[src/rtl/ram_arb_pkg.sv]
// Shared types and widths for the RAM port arbiter.
package ram_arb_pkg;

  localparam int unsigned DATA_W = 32;
  localparam int unsigned ADDR_W = 32;

  typedef enum logic [0:0] {
    StIdle,
    StClear
  } arb_state_e;

endpackage

[src/rtl/rr_arbiter.sv]
// Combinational round-robin selector: first valid request at or after ptr, wrapping.
module rr_arbiter #(
  parameter int unsigned NUM_REQ = 4,
  parameter int unsigned PtrW    = 2
) (
  input  logic [NUM_REQ-1:0] req,
  input  logic [PtrW-1:0]    ptr,
  output logic [NUM_REQ-1:0] gnt,
  output logic [PtrW-1:0]    gnt_idx,
  output logic               gnt_any
);

  logic [PtrW-1:0] idx;

  always_comb begin
    gnt     = '0;
    gnt_idx = '0;
    gnt_any = 1'b0;
    idx     = '0;
    for (int unsigned i = 0; i < NUM_REQ; i++) begin
      idx = PtrW'((32'(ptr) + i) % NUM_REQ);
      if (!gnt_any && req[idx]) begin
        gnt[idx] = 1'b1;
        gnt_idx  = idx;
        gnt_any  = 1'b1;
      end
    end
  end

endmodule

[src/rtl/ram_port_arbiter.sv]
// Round-robin arbiter sharing one single-port RAM among NUM_REQ requesters,
// with a zero-fill sweep mode and a one-stage response pipeline.
module ram_port_arbiter
  import ram_arb_pkg::*;
#(
  parameter int unsigned NUM_REQ    = 4,
  parameter int unsigned data_depth = 4
) (
  input  logic                        clk,
  input  logic                        reset,
  input  logic [NUM_REQ-1:0]          req_valid,
  input  logic [NUM_REQ-1:0]          req_write,
  input  logic [NUM_REQ*ADDR_W-1:0]   req_addr,
  input  logic [NUM_REQ*DATA_W-1:0]   req_wdata,
  output logic [NUM_REQ-1:0]          req_ready,
  output logic [NUM_REQ-1:0]          rsp_valid,
  output logic                        rsp_err,
  output logic [DATA_W-1:0]           rsp_data,
  input  logic                        clr_start,
  output logic                        clr_busy,
  output logic                        clr_done,
  output logic                        mem_read,
  output logic                        mem_write,
  output logic [ADDR_W-1:0]           mem_addr,
  output logic [DATA_W-1:0]           mem_wdata,
  input  logic [DATA_W-1:0]           mem_rdata
);

  localparam int unsigned PtrW = $clog2(NUM_REQ);
  localparam logic [ADDR_W-1:0] NumWords = ADDR_W'(2 ** data_depth);

  arb_state_e state_q, state_d;
  logic [PtrW-1:0]       rr_ptr_q, rr_ptr_d;
  logic [data_depth-1:0] cnt_q, cnt_d;
  logic [NUM_REQ-1:0]    rsp_gnt_q, rsp_gnt_d;
  logic                  rsp_rd_q, rsp_rd_d;
  logic                  rsp_err_q, rsp_err_d;
  logic                  clr_busy_q, clr_busy_d;
  logic                  clr_done_q, clr_done_d;

  logic [NUM_REQ-1:0] arb_gnt, gnt;
  logic [PtrW-1:0]    arb_idx;
  logic               arb_any;
  logic               grant_en, accept, in_range;
  logic               sel_write;
  logic [ADDR_W-1:0]  sel_addr;
  logic [DATA_W-1:0]  sel_wdata;

  logic [ADDR_W-1:0] addr_arr  [NUM_REQ];
  logic [DATA_W-1:0] wdata_arr [NUM_REQ];

  for (genvar k = 0; k < NUM_REQ; k++) begin : g_unpack
    assign addr_arr[k]  = req_addr[k*ADDR_W +: ADDR_W];
    assign wdata_arr[k] = req_wdata[k*DATA_W +: DATA_W];
  end

  rr_arbiter #(
    .NUM_REQ (NUM_REQ),
    .PtrW    (PtrW)
  ) u_rr_arbiter (
    .req     (req_valid),
    .ptr     (rr_ptr_q),
    .gnt     (arb_gnt),
    .gnt_idx (arb_idx),
    .gnt_any (arb_any)
  );

  assign grant_en  = (state_q == StIdle) && !clr_start && !reset;
  assign gnt       = grant_en ? arb_gnt : '0;
  assign accept    = grant_en && arb_any;
  assign sel_write = req_write[arb_idx];
  assign sel_addr  = addr_arr[arb_idx];
  assign sel_wdata = wdata_arr[arb_idx];
  // Unsigned compare: negative signed addresses appear huge and fall out of range.
  assign in_range  = sel_addr < NumWords;

  always_comb begin
    state_d    = state_q;
    cnt_d      = cnt_q;
    rr_ptr_d   = rr_ptr_q;
    clr_done_d = 1'b0;
    mem_read   = 1'b0;
    mem_write  = 1'b0;
    mem_addr   = '0;
    mem_wdata  = '0;
    if (!reset) begin
      case (state_q)
        StIdle: begin
          if (clr_start) begin
            state_d = StClear;
            cnt_d   = '0;
          end else if (accept) begin
            rr_ptr_d = (arb_idx == PtrW'(NUM_REQ - 1)) ? '0 : arb_idx + 1'b1;
            if (in_range) begin
              mem_read  = !sel_write;
              mem_write = sel_write;
              mem_addr  = sel_addr;
              mem_wdata = sel_wdata;
            end
          end
        end
        StClear: begin
          mem_write = 1'b1;
          mem_addr  = ADDR_W'(cnt_q);
          cnt_d     = cnt_q + 1'b1;
          if (&cnt_q) begin
            state_d    = StIdle;
            clr_done_d = 1'b1;
          end
        end
        default: state_d = StIdle;
      endcase
    end
  end

  assign rsp_gnt_d  = gnt;
  assign rsp_rd_d   = accept && in_range && !sel_write;
  assign rsp_err_d  = accept && !in_range;
  assign clr_busy_d = (state_d == StClear);

  always_ff @(posedge clk) begin
    if (reset) begin
      state_q    <= StIdle;
      rr_ptr_q   <= '0;
      cnt_q      <= '0;
      rsp_gnt_q  <= '0;
      rsp_rd_q   <= 1'b0;
      rsp_err_q  <= 1'b0;
      clr_busy_q <= 1'b0;
      clr_done_q <= 1'b0;
    end else begin
      state_q    <= state_d;
      rr_ptr_q   <= rr_ptr_d;
      cnt_q      <= cnt_d;
      rsp_gnt_q  <= rsp_gnt_d;
      rsp_rd_q   <= rsp_rd_d;
      rsp_err_q  <= rsp_err_d;
      clr_busy_q <= clr_busy_d;
      clr_done_q <= clr_done_d;
    end
  end

  assign req_ready = gnt;
  assign rsp_valid = rsp_gnt_q;
  assign rsp_err   = rsp_err_q;
  // RAM returns 0 when idle, but gate anyway so writes and errors always report 0.
  assign rsp_data  = rsp_rd_q ? mem_rdata : '0;
  assign clr_busy  = clr_busy_q;
  assign clr_done  = clr_done_q;

endmodule
[config.mk]
export PLATFORM = sky130hd
export DESIGN_NAME = ram_port_arbiter
export DESIGN_NICKNAME = d
export VERILOG_FILES = /design/src/rtl/ram_arb_pkg.sv /design/src/rtl/rr_arbiter.sv /design/src/rtl/ram_port_arbiter.sv
export SDC_FILE = /design/constraint.sdc
export NUM_CORES = 1
export LEC_CHECK = 0
export CAP_MARGIN = 40
export CORE_AREA = 3 3 159 161
export CTS_CLUSTER_SIZE = 10
export DETAILED_ROUTE_END_ITERATION = 7
export DIE_AREA = 0 0 162 164
export PLACE_DENSITY = 0.51
export SYNTH_ARGS = -nofsm -noshare
export SYNTH_HDL_FRONTEND = slang
export SYNTH_SLANG_ARGS = --single-unit
[constraint.sdc]
create_clock -name clk -period 5.6 [get_ports clk]
set_input_delay 0.56 -clock clk [delete_from_list [all_inputs] [get_ports clk]]
set_output_delay 0.56 -clock clk [all_outputs]
set_load 0.01 [all_outputs]
# Yosys cells after proc, flatten, opt, wreduce, memory -nomap -nowiden
# Index checks and enable logic that the tools add are counted.
# word_totals
output_inout_bits,109
input_bits,299
word_cells,119
ff_bits,14
# classes
reduce_logical,23
n_eq_ne,2
order_cmp,11
n_addsub,5
bitwise,6
mux,65
# op_table
cell,n
2-to-1 mux 32 bit,14
binary-select mux 32 bit (select 2 bit),2
one-hot mux 32 bit (2 select lines),1
< comparator 32 x 5 -> 1 bit (second input constant),1
2-to-1 mux 1 bit,25
2-to-1 mux 4 bit,6
< comparator 2 x 3 -> 1 bit (second input constant),5
logical AND 1 bit,13
bitwise OR 4 bit,3
binary-select mux 1 bit (select 2 bit),5
2-to-1 mux 2 bit,5
demux 1 bit (select 2 bit),4
greater-or-equal comparator 2 x 1 -> 1 bit (second input constant),4
one-hot mux 4 bit (2 select lines),1
logical NOT 1 bit,7
adder 2 x 1 -> 2 bit (second input constant),2
adder 2 bit (second input constant),2
adder 4 x 1 -> 4 bit (second input constant),1
one-hot mux 1 bit (2 select lines),2
AND reduction 4 bit,1
greater-or-equal comparator 3 bit (second input constant),1
inverter 2 -> 3 bit,1
AND reduction 3 bit,1
equality test 2 bit (second input constant),1
other kinds (3),4

# Logic depth before layout (Yosys ltp)
# logic_depth
depth_word,22
depth_mapped,18
ltp_nobuf,11

# By module
# From an unflattened synthesis, not the netlist that was laid out.
# unflattened
hier_cells,354
hier_area_um2,3070.4
# modules_own_cells
mod,seq_area_each_um2,area_per_inst_um2,instances,cells_per_inst
ram_port_arbiter,280.3,2647.5,1,309
rr_arbiter,0.0,422.9,1,45

# Worst setup path before layout
# Ideal clock, no wire load.
# synth_timing
kind,register to output
start,register rr_ptr_q[0]
end,output port mem_wdata[11]
n_path_buf,7
required_time_ns,5.040
stages_incl_launch_ff,19
path_slack_ns,0.950
arrival_time_ns,4.090
cell_sequence,dfxtp_1 buf_6 inv_1 clkbuf_1 clkbuf_1 ha_1 mux2i_1 buf_2 mux2i_1 nor2_1 buf_2 o311ai_0 a2111oi_0 a22oi_1 nor3_1 nand4b_4 buf_6 buf_6 a211oi_2
# synth_via
elab_chain_cells,22
# synth_rtl
element,line,source
start: declaration,ram_port_arbiter.sv:33,"logic [PtrW-1:0] rr_ptr_q, rr_ptr_d;"
start signal: assignment,ram_port_arbiter.sv:133,rr_ptr_q <= rr_ptr_d;
branches (longest 18 deep; another with adder 2 x 1 -> 2 bit),--,
2-to-1 mux 32 bit (*),ram_port_arbiter.sv:92,end else if (accept) begin
2-to-1 mux 32 bit (*),ram_port_arbiter.sv:89,if (clr_start) begin
2-to-1 mux 32 bit (*),ram_port_arbiter.sv:87,case (state_q)
2-to-1 mux 32 bit (*),ram_port_arbiter.sv:86,if (!reset) begin
end: declaration,ram_port_arbiter.sv:25,"output logic [DATA_W-1:0] mem_wdata,"
# Every way passes the cells marked *. The select of a mux whose other input is x is not followed.

# Final worst setup path
# layout_timing
start,register rr_ptr_q[1]
end,output port mem_write
# layout_via
elab_chain_cells,22
# layout_rtl
element,line,source
branches (longest 18 deep; another with adder 2 x 1 -> 2 bit),--,
2-to-1 mux 1 bit (*),ram_port_arbiter.sv:92,
2-to-1 mux 1 bit (*),ram_port_arbiter.sv:89,
one-hot mux 1 bit (2 select lines) (*),ram_port_arbiter.sv:87,
2-to-1 mux 1 bit (*),ram_port_arbiter.sv:86,
end: declaration,ram_port_arbiter.sv:23,"output logic mem_write,"
# Marked as above.

==> flow_summary.ini <==
[clock_tree]
cts_hold_buf = 0
htree_levels = 1
cts.sinks = 14
cts_root_buffer = clkbuf_16
tritoncts = yes
clock_path_buffers = 2
clk_pin_slew_worst_paths_ns = 0.05
clock_latency_ns = 0.24
cts_buffers = 3

[setup_path]
worst_ep_required_time_ns = 5.04
worst-path-stages = 13
crit_arrival_ns = 4.67
crit_buf_inv = 3
crit_slowest_cell = clkdlybuf4s50_1
critPathMaxStageDelay_ns = 0.61
crit_chain = inv_1, ha_2, mux2i_1, buf_4, mux2_2, nand2_1, mux2i_1, nor4b_1, o21ai_0, a22oi_2, nand4_1, o41ai_2, clkdlybuf4s50_1
critical_path.most_common_cell = mux2i_1
cp-end-kind = primary output
path_delay_family = buffers and inverters
crit_fanout = 13
startpoint_type = flip-flop
path_class = flip-flop to primary output
reg2reg_depth = 13

[min_path]
hp-class = flip-flop to flip-flop
hold_path_depth = 2

[die]
core-area_mm2 = 0.02411
dieArea_mm2 = 0.02657
start_util = 0.1859
num_rows = 57
num_io_pins = 408
die_x_um = 162
die_h_um = 164

[logic_synthesis]
synth_area_per_cell_um2 = 6.562
ys_top_cells_by_area = nand2_1, mux2i_1, dfxtp_1, a211oi_2, and3_1
postSynthCellCount = 683
ys_warn_count = 0
synth_enable_flop_cells = 0
synth-seq-area-share = 0.06253
ys_ff_latch = 14
yosysMostFrequentCell = nand2_1
async_reset_ff_frac = 0
ys.flop_type = dfxtp_1
netlist_area_mm2 = 0.004482
synth_top_cell_by_area = nand2_1
synthTopCellsByCount = nand2_1, mux2i_1, o21ai_0
synth_top_area_share = 0.1156
ys_types = 66

[route]
dr.pass1.iters = 7
viasPerCell = 4.731
final_antenna_net_count = 0
drtIter0Drc = 395
vias = 6434
drc = 0
wl_per_cell_um = 19.79
wirelength_mm = 26.91

[placed_design]
dp.cells = 1353
io_buffers = 379
place_area_mm2 = 0.008552
dp_hpwl_mm = 22.02
dp_slack_ns = 0.1082
place_congestion = 0.8636

[sta]
min_period_ns = 5.229
fin_ws_ns = 0.3707
finalCritPeriodShare = 0.9338
rsz0062_at_grt = false
slew_headroom = 0.4711
setup_violations = 0
slew_violations = 0
finalSetupTns_ns = 0
finalClockSkew_ns = 0.001118
max_freq_ghz = 0.1912
finalHoldViolCount = 0
worst_slew_pin_slew_ns = 0.7923

[grt]
grt_overflow = 0
grt_pass1_wl_mm = 38.41
grt_usage = 0.1833
grt_pass1_vias = 6263
antenna_found_initial = 0
grt_max_degree = 63

[power_and_ir_drop]
p_per_area_mw_per_mm2 = 157.7
vdd_drop_max_mv = 0.08315
power.leakage_nw = 3.369

[layout]
finalNetCount = 1345
instances_no_fill = 1360
finalInstanceArea_mm2 = 0.008717
drive_gt1_frac = 0.07625
diodes = 0
fill_cells = 2619
seqCellArea_um2 = 281.5
multi_input_area_mm2 = 0.003852
area_growth_pct = 94.50

[status]
outcome = completed

[flow_run]
cap_viol_max_count = 0
-- state kept, by name (all words and copies together) (netlist names) --
register,flops
cnt_q,4
rr_ptr_q,2
clr_busy,1
rsp_err,1
rsp_rd_q,1
clr_done,1
rsp_valid,4
-- path summary, 6_finish.rpt --
| kind | slack (ns) | start | to |
|---|---|---|---|
| worst max-delay path | 0.37 | rr_ptr_q[1] | mem_write |
| worst min-delay path | 0.56 | cnt_q[2] | cnt_q[2] |
| worst max register to register | 1.84 | rr_ptr_q[1] | rsp_rd_q |
| worst min register to register | 0.56 | cnt_q[2] | cnt_q[2] |
-- tightest hold or removal path: stages (launching register included) --
cell and delay (ns):
dfxtp_1 0.35, o21ai_0 0.10, a21oi_1 0.06
-- metal layers --
metal,share of wire,track usage
met5,0,0
met4,0.0044,0.009306
met3,0.066,0.02648
met1,0.44,0.2491
met2,0.49,0.3235
-- metrics by stage --
stage / utilization / total power (W) / hold slack [ns]
final: 0.3616 / 0.001375 / 0.5626
after floorplan: - / 0.0007504 / 0.4917
after detailed placement: 0.3548 / 0.001198 / 0.5616
after global routing: 0.3616 / 0.001472 / 0.6160
after CTS: 0.3585 / 0.001354 / 0.5710
after global placement: 0.3548 / 0.001197 / 0.5466
-- cells in the final DEF, fill, tap and decap left out, types with 26 or more instances in the layout --
cell type / instances
nor2_1: 31
a21oi_1: 26
o21ai_0: 38
clkdlybuf4s50_1: 378
buf_4: 27
conb_1: 28
and2_1: 33
mux2i_1: 42
nand2_1: 138
and3_1: 38
-- logic make-up after synthesis --
family,after synthesis,synth area share
simple gates,321,0.3523
buf+inv,95,0.1131
fa+ha+maj,9,0.02513
other cells,1,0.0008367
compound gates,189,0.3174
mux,53,0.1267
xor+xnor,1,0.001955
flops,14,0.06254
-- power by group --
| group | internal, W | total, W | switching [W] |
|---|---|---|---|
| registers | 0.000106 | 0.000112 | 0.00000536 |
| logic | 0.000515 | 0.00111 | 0.000599 |
| clock network | 0.000108 | 0.000149 | 0.0000404 |
-- what timing repair did --
| action | 4_1_cts | 5_1_grt |
|---|---|---|
| endpoints found under the setup margin | 0 | 38 |
| buffers inserted | 0 | 3 |
| resized for setup | 0 | 11 |
-- area by class of cell --
| type | count | share of cell area |
|---|---|---|
| sequential | 14 | 0.03230 |
| multi-input combinational | 601 | 0.4419 |
| timing repair buffer | 409 | 0.4656 |
| inverter | 8 | 0.003445 |
| tap | 324 | 0.04650 |
| clock buffer | 4 | 0.01019 |
No activity file was read; power rests on OpenSTA's default activity.
